==> src/rtl/iter_multiplier_if.sv <==
// Operand/result handshake bundle for iter_multiplier.
//   master : producer/consumer side (drives operands and out_ready)
//   slave  : multiplier side (drives in_ready, out_valid and the product)
// Signals:
//   in_valid/in_ready   operand handshake
//   x, y                multiplicand / multiplier, WIDTH bits
//   is_signed           1 = two's-complement operands, 0 = unsigned
//   out_valid/out_ready result handshake
//   p                   product, 2*WIDTH bits
interface iter_multiplier_if #(
  parameter int WIDTH = 8
);
  logic                 in_valid;
  logic                 in_ready;
  logic [WIDTH-1:0]     x;
  logic [WIDTH-1:0]     y;
  logic                 is_signed;
  logic                 out_valid;
  logic                 out_ready;
  logic [2*WIDTH-1:0]   p;

  modport master (
    output in_valid, x, y, is_signed, out_ready,
    input  in_ready, out_valid, p
  );

  modport slave (
    input  in_valid, x, y, is_signed, out_ready,
    output in_ready, out_valid, p
  );
endinterface

==> src/rtl/iter_multiplier.sv <==
// Iterative shift-add multiplier with valid/ready handshakes.
// Retires STEP_BITS multiplier bits per RUN cycle, so a product takes
// N = WIDTH/STEP_BITS RUN cycles. Supports unsigned and two's-complement
// operands chosen per transaction.
// Ports:
//   clk    rising-edge clock
//   rst_n  asynchronous active-low reset
//   bus    iter_multiplier_if slave (operands in, product out)
//   busy   high while iterating (RUN)
module iter_multiplier #(
  parameter int WIDTH     = 8,
  parameter int STEP_BITS = 1
) (
  input  logic               clk,
  input  logic               rst_n,
  iter_multiplier_if.slave   bus,
  output logic               busy
);

  localparam int N     = WIDTH / STEP_BITS;
  localparam int PW    = 2 * WIDTH;
  localparam int CNT_W = (N > 1) ? $clog2(N) : 1;

  generate
    if (WIDTH < 2 || STEP_BITS < 1 || (WIDTH % STEP_BITS) != 0) begin : g_bad_params
      $error("iter_multiplier: WIDTH must be >= 2 and a multiple of STEP_BITS");
    end
  endgenerate

  typedef enum logic [1:0] {IDLE, RUN, DONE} state_t;

  state_t                  state;
  state_t                  state_nx;
  logic                    accept;
  logic                    last;
  logic                    top_neg;
  logic signed [PW-1:0]    mcand;
  logic signed [PW-1:0]    acc;
  logic signed [PW-1:0]    sum;
  logic signed [PW-1:0]    p_r;
  logic [WIDTH-1:0]        mplier;
  logic                    sgn;
  logic [CNT_W-1:0]        cnt;

  function automatic logic signed [PW-1:0] sign_ext(input logic [WIDTH-1:0] v,
                                                    input logic             s);
    logic signed [PW-1:0] r;
    r = {{WIDTH{s & v[WIDTH-1]}}, v};
    return r;
  endfunction

  // Sum of the (already position-shifted) multiplicand for each set bit of
  // the slice. In signed mode the multiplier's MSB carries weight -2^(W-1)
  // rather than +2^(W-1); the correction is subtracting x_ext*2^W, which on
  // the last slice is exactly mc shifted by one more slice width.
  function automatic logic signed [PW-1:0] partial_product(
    input logic signed [PW-1:0] mc,
    input logic [STEP_BITS-1:0] sl,
    input logic                 neg
  );
    logic signed [PW-1:0] r;
    r = '0;
    for (int i = 0; i < STEP_BITS; i++) begin
      if (sl[i]) r = r + (mc <<< i);
    end
    if (neg) r = r - (mc <<< STEP_BITS);
    return r;
  endfunction

  assign accept  = bus.in_valid && bus.in_ready;
  assign last    = (cnt == '0);
  assign top_neg = last && sgn && mplier[STEP_BITS-1];
  assign sum     = acc + partial_product(mcand, mplier[STEP_BITS-1:0], top_neg);
  assign bus.p   = p_r;

  always_ff @(posedge clk or negedge rst_n) begin
    if (!rst_n) state <= IDLE;
    else        state <= state_nx;
  end

  always_comb begin
    state_nx      = state;
    bus.in_ready  = 1'b0;
    bus.out_valid = 1'b0;
    busy          = 1'b0;
    case (state)
      IDLE: begin
        bus.in_ready = 1'b1;
        if (bus.in_valid) state_nx = RUN;
      end
      RUN: begin
        busy = 1'b1;
        if (last) state_nx = DONE;
      end
      DONE: begin
        bus.out_valid = 1'b1;
        // Back-to-back: a new operand set is taken on the same edge the
        // consumer takes the result.
        bus.in_ready  = bus.out_ready;
        if (bus.out_ready) state_nx = bus.in_valid ? RUN : IDLE;
      end
      default: state_nx = IDLE;
    endcase
  end

  // Accept stage: latch operands; RUN stage: one slice per edge, multiplicand
  // moves left and multiplier moves right so the low slice is always next.
  always_ff @(posedge clk or negedge rst_n) begin
    if (!rst_n) begin
      mcand  <= '0;
      mplier <= '0;
      sgn    <= 1'b0;
      acc    <= '0;
      cnt    <= '0;
      p_r    <= '0;
    end else if (accept) begin
      mcand  <= sign_ext(bus.x, bus.is_signed);
      mplier <= bus.y;
      sgn    <= bus.is_signed;
      acc    <= '0;
      cnt    <= CNT_W'(N - 1);
    end else if (state == RUN) begin
      mcand  <= mcand <<< STEP_BITS;
      mplier <= mplier >> STEP_BITS;
      cnt    <= cnt - 1'b1;
      acc    <= sum;
      if (last) p_r <= sum;
    end
  end

endmodule

==> src/flat_wrapper.sv <==
// flat-port wrapper written by rule: the top's interface ports become plain ports
module iter_multiplier_flat 
#(
  parameter int WIDTH     = 8,
  parameter int STEP_BITS = 1
)
  (clk, rst_n, busy, bus_in_valid, bus_x, bus_y, bus_is_signed, bus_out_ready, bus_in_ready, bus_out_valid, bus_p);
  iter_multiplier_if #(.WIDTH(WIDTH)) bus_i ();
  input  logic clk;
  input  logic rst_n;
  output logic busy;
  input wire logic [$bits(bus_i.in_valid)-1:0] bus_in_valid;
  input wire logic [$bits(bus_i.x)-1:0] bus_x;
  input wire logic [$bits(bus_i.y)-1:0] bus_y;
  input wire logic [$bits(bus_i.is_signed)-1:0] bus_is_signed;
  input wire logic [$bits(bus_i.out_ready)-1:0] bus_out_ready;
  output wire logic [$bits(bus_i.in_ready)-1:0] bus_in_ready;
  output wire logic [$bits(bus_i.out_valid)-1:0] bus_out_valid;
  output wire logic [$bits(bus_i.p)-1:0] bus_p;
  assign bus_i.in_valid = bus_in_valid;
  assign bus_i.x = bus_x;
  assign bus_i.y = bus_y;
  assign bus_i.is_signed = bus_is_signed;
  assign bus_i.out_ready = bus_out_ready;
  assign bus_in_ready = bus_i.in_ready;
  assign bus_out_valid = bus_i.out_valid;
  assign bus_p = bus_i.p;
  iter_multiplier #(.WIDTH(WIDTH), .STEP_BITS(STEP_BITS)) u_core (.clk(clk), .rst_n(rst_n), .bus(bus_i), .busy(busy));
endmodule
==> config.mk <==
export PLATFORM = sky130hd
export DESIGN_NAME = iter_multiplier_flat
export DESIGN_NICKNAME = d
export VERILOG_FILES = /design/src/rtl/iter_multiplier_if.sv /design/src/rtl/iter_multiplier.sv /design/src/flat_wrapper.sv
export SDC_FILE = /design/constraint.sdc
export NUM_CORES = 1
export LEC_CHECK = 0
export ABC_AREA = 0
export CORE_UTILIZATION = 58
export DETAILED_ROUTE_END_ITERATION = 10
export GPL_ROUTABILITY_DRIVEN = 0
export PLACE_DENSITY = 0.81
export SLEW_MARGIN = 20
export SYNTH_ARGS = -nofsm -noshare
export SYNTH_HDL_FRONTEND = slang
export SYNTH_SLANG_ARGS = --single-unit
==> constraint.sdc <==
create_clock -name clk -period 5.6 [get_ports clk]
set_input_delay 1.68 -clock clk [delete_from_list [all_inputs] [get_ports clk]]
set_output_delay 1.68 -clock clk [all_outputs]
set_load 0.02 [all_outputs]
==> results by group <==
Detailed routing
  – Drt pass-1 iters: 4
  – Met3 Wirelength: 297 um
  – Metal2 WL: 4420 um
  – Antenna Nets Post-Route: 0
  – Vias per cell: 5.64
  – WL final: 8890 um
  – Top layer reached by signal wires: met4
  – Final routed DRC violation total: 0
  – Met1 WL: 3990 um
  – Via count: 3539
  – Detailed router's first-iteration violation count: 174
  – Routed len/inst: 14.2 um

Yosys
  – Post-synth EDFFs: 0
  – Ys flop type: dfrtp_1
  – Cell area after synthesis: 4180 um2
  – Synth area leader: dfrtp_1
  – Synth top area cells: dfrtp_1, ha_1, nand2_1
  – Post-Syn Instances: 492
  – Mapped Avg Cell Area: 8.49 um2
  – Synth warn: 0
  – Synth top area share: 37.1%
  – Number of distinct library cells after synthesis: 49
  – Synthesized netlist net count: 548
  – FF+latch count, synth: 62
  – Sequential area share after synthesis: 37.1%
  – Async set-reset flop share out of synthesis: 100%

Clock tree
  – # H-tree levels: 3
  – Clock tree from TritonCTS: done
  – Post-CTS setup repair buffer count: 0
  – Clock buffer count from CTS: 9
  – Hold Buf Count CTS: 0
  – Resized Gates After CTS: 0
  – Clock Latency Late Sink: 0.35 ns
  – Reg clk slew, reported paths: 0.07 ns
  – Clk sinks: 62
  – CTS max path bufs: 2
  – Clk root buf: clkbuf_8

Finish
  – Most common cell after layout, fill and taps aside: nand2_1
  – Most frequent cells in the layout: nand2_1, dfrtp_1, o21ai_0, clkdlybuf4s50_1, ha_1
  – Fin util: 70.4%
  – Ant diodes: 0
  – Fin nets: 583
  – Final instance area: 4840 um2
  – Area Growth Syn to Fin: 15.8%
  – Share of cells above drive strength 1: 6.03%

Global route
  – Total gr overflow: 0
  – Global-route wire length before repair: 15100 um
  – Initial antenna violation count: 0
  – Vias in the first global route: 3448
  – Largest net degree at the start of global routing: 63
  – Total GRT Usage: 25.7%

Power and ir drop
  – Combinational power share: 59.5%
  – Leak: 2.29 nW
  – Flop pwr share: 27.4%
  – Int Power: 0.00161 W
  – Switching power total: 0.00135 W
  – Pwr Density: 611 nW/um2
  – Clock network fraction of design power: 13.0%
  – Max IR drop VDD: 0.557 mV
  – Sw Share: 45.6%

Die
  – Initial core utilization: 60.8%
  – Die area: 7540 um2
  – Die H: 86.9 um
  – Die W: 86.9 um
  – I/O pin total: 40
  – CORE AREA: 6870 um2
  – Row count: 30

Timing
  – Slew HR: 44.8%
  – Count of pins over their slew limit: 0
  – Hold WS: 0.477 ns
  – Sum Neg Setup Slack: 0 ns
  – Final setup fails: 0
  – Worst Max-Slew Pin Slew: 0.826 ns
  – Final Hold Fails: 0
  – Fmax: 0.211 GHz
  – Setup Skew: 0.00971 ns
  – Unrepaired setup endpoints after global routing: false
  – Minimum clock period: 4.74 ns
  – Period utilization: 84.6%

Worst setup path
  – Crit path max fanout: 3
  – Worst EP required: 3.92 ns
  – Crit Path Class: in -> out
  – Worst setup EP type: primary output
  – CP arrival: 3.06 ns
  – Setup crit start kind: input port

Placed design
  – I/O Buffers: 39
  – HPWL after DPL: 6510 um
  – Placed cell areas: 4650 um2

Run
  – Max-Cap Viols: 0

Run status
  – Status: complete, no violations

Hold path
  – Hold WC Path Type: reg -> reg
## worst paths after layout
kind	start	to	slack [ns]	cells after the start
max in group asynchronous	rst_n	u_core.mcand[10]	3.58	2
setup / recovery	bus_out_ready	bus_in_ready	0.86	4
min in group asynchronous	rst_n	u_core.acc[15]	1.49	2
setup reg to reg	u_core.mplier[0]	u_core.acc[15]	1.14	19
hold / removal	u_core.bus.p[11]	u_core.bus.p[11]	0.48	2
hold reg to reg	u_core.bus.p[11]	u_core.bus.p[11]	0.48	2
## sequential cells by signal (all words and copies together) (netlist names)
name and cells:
u_core.cnt 3, u_core.mcand 16, u_core.sgn 1, u_core.acc 16, u_core.bus.p 16, u_core.state 2
u_core.mplier 8
## layer usage
metal | GRT usage (%) | up-vias
met5 | 0 | -
met1 | 31.8 | 1676
li1 | - | 1778
met3 | 5.12 | 16
met2 | 43.7 | 69
met4 | 10.9 | 0
## kinds of logic after synthesis
logic type	synth area share [%]
buffers and inverters	4.22
muxes	0.779
xor gates and xnor gates	6.05
adders and majority gates	10.8
and+or+nand+nor	19.9
AOI/OAI and AO/OA	21.1
DFF	37.1
## through the flow
stage | cells | total power, W | worst slack, ns
global route | 627 | 0.00323 | 0.779
global placement | 612 | 0.00249 | 0.924
detailed placement | 612 | 0.00257 | 0.861
CTS | 627 | 0.00296 | 0.866
floorplan | 492 | 0.00212 | 1.31
finish | 627 | 0.00296 | 0.864
## cell usage after synthesis (2+ instances only)
cell,n
a211oi_1,5
nor3b_1,3
a22oi_1,23
o211a_1,3
nor2b_1,4
nor2_1,20
o21bai_1,5
fa_1,2
nor3_1,4
o21ai_1,2
a21oi_1,25
inv_1,26
clkbuf_1,21
mux2_2,2
a21o_1,8
a31o_2,2
nand3_1,20
nand2b_1,3
ha_1,33
xor2_1,12
dfrtp_1,62
a21boi_0,2
o21a_1,4
nand2_1,92
xnor2_1,15
o21ai_0,52
and2_1,20
## power groups by stage
stage	registers [W]	clock network, W	logic [W]
finish	0.000811	0.000385	0.00176
CTS	0.000811	0.000392	0.00176
global route	0.000836	0.000416	0.00198
floorplan	0.000833	0	0.00128
detailed placement	0.000817	0	0.00175
global placement	0.000808	0	0.00168
## final cells by class
| cell class | instances | area (um2) |
|---|---|---|
| Clock inverter | 6 | 63.8 |
| Inverter | 26 | 97.6 |
| Sequential cell | 62 | 1550 |
| Fill cell | 570 | 2030 |
| Timing Repair Buffer | 45 | 430 |
| Tap cell | 96 | 120 |
| Clock buffer | 9 | 124 |
| Multi-Input combinational cell | 383 | 2450 |
## worst max-delay path, stage by stage
cell	delay, ns
clkdlybuf4s50_1	0.46
inv_1	0.05
a21oi_1	0.21
clkdlybuf4s50_1	0.65
No activity file was read; power rests on OpenSTA's default activity.
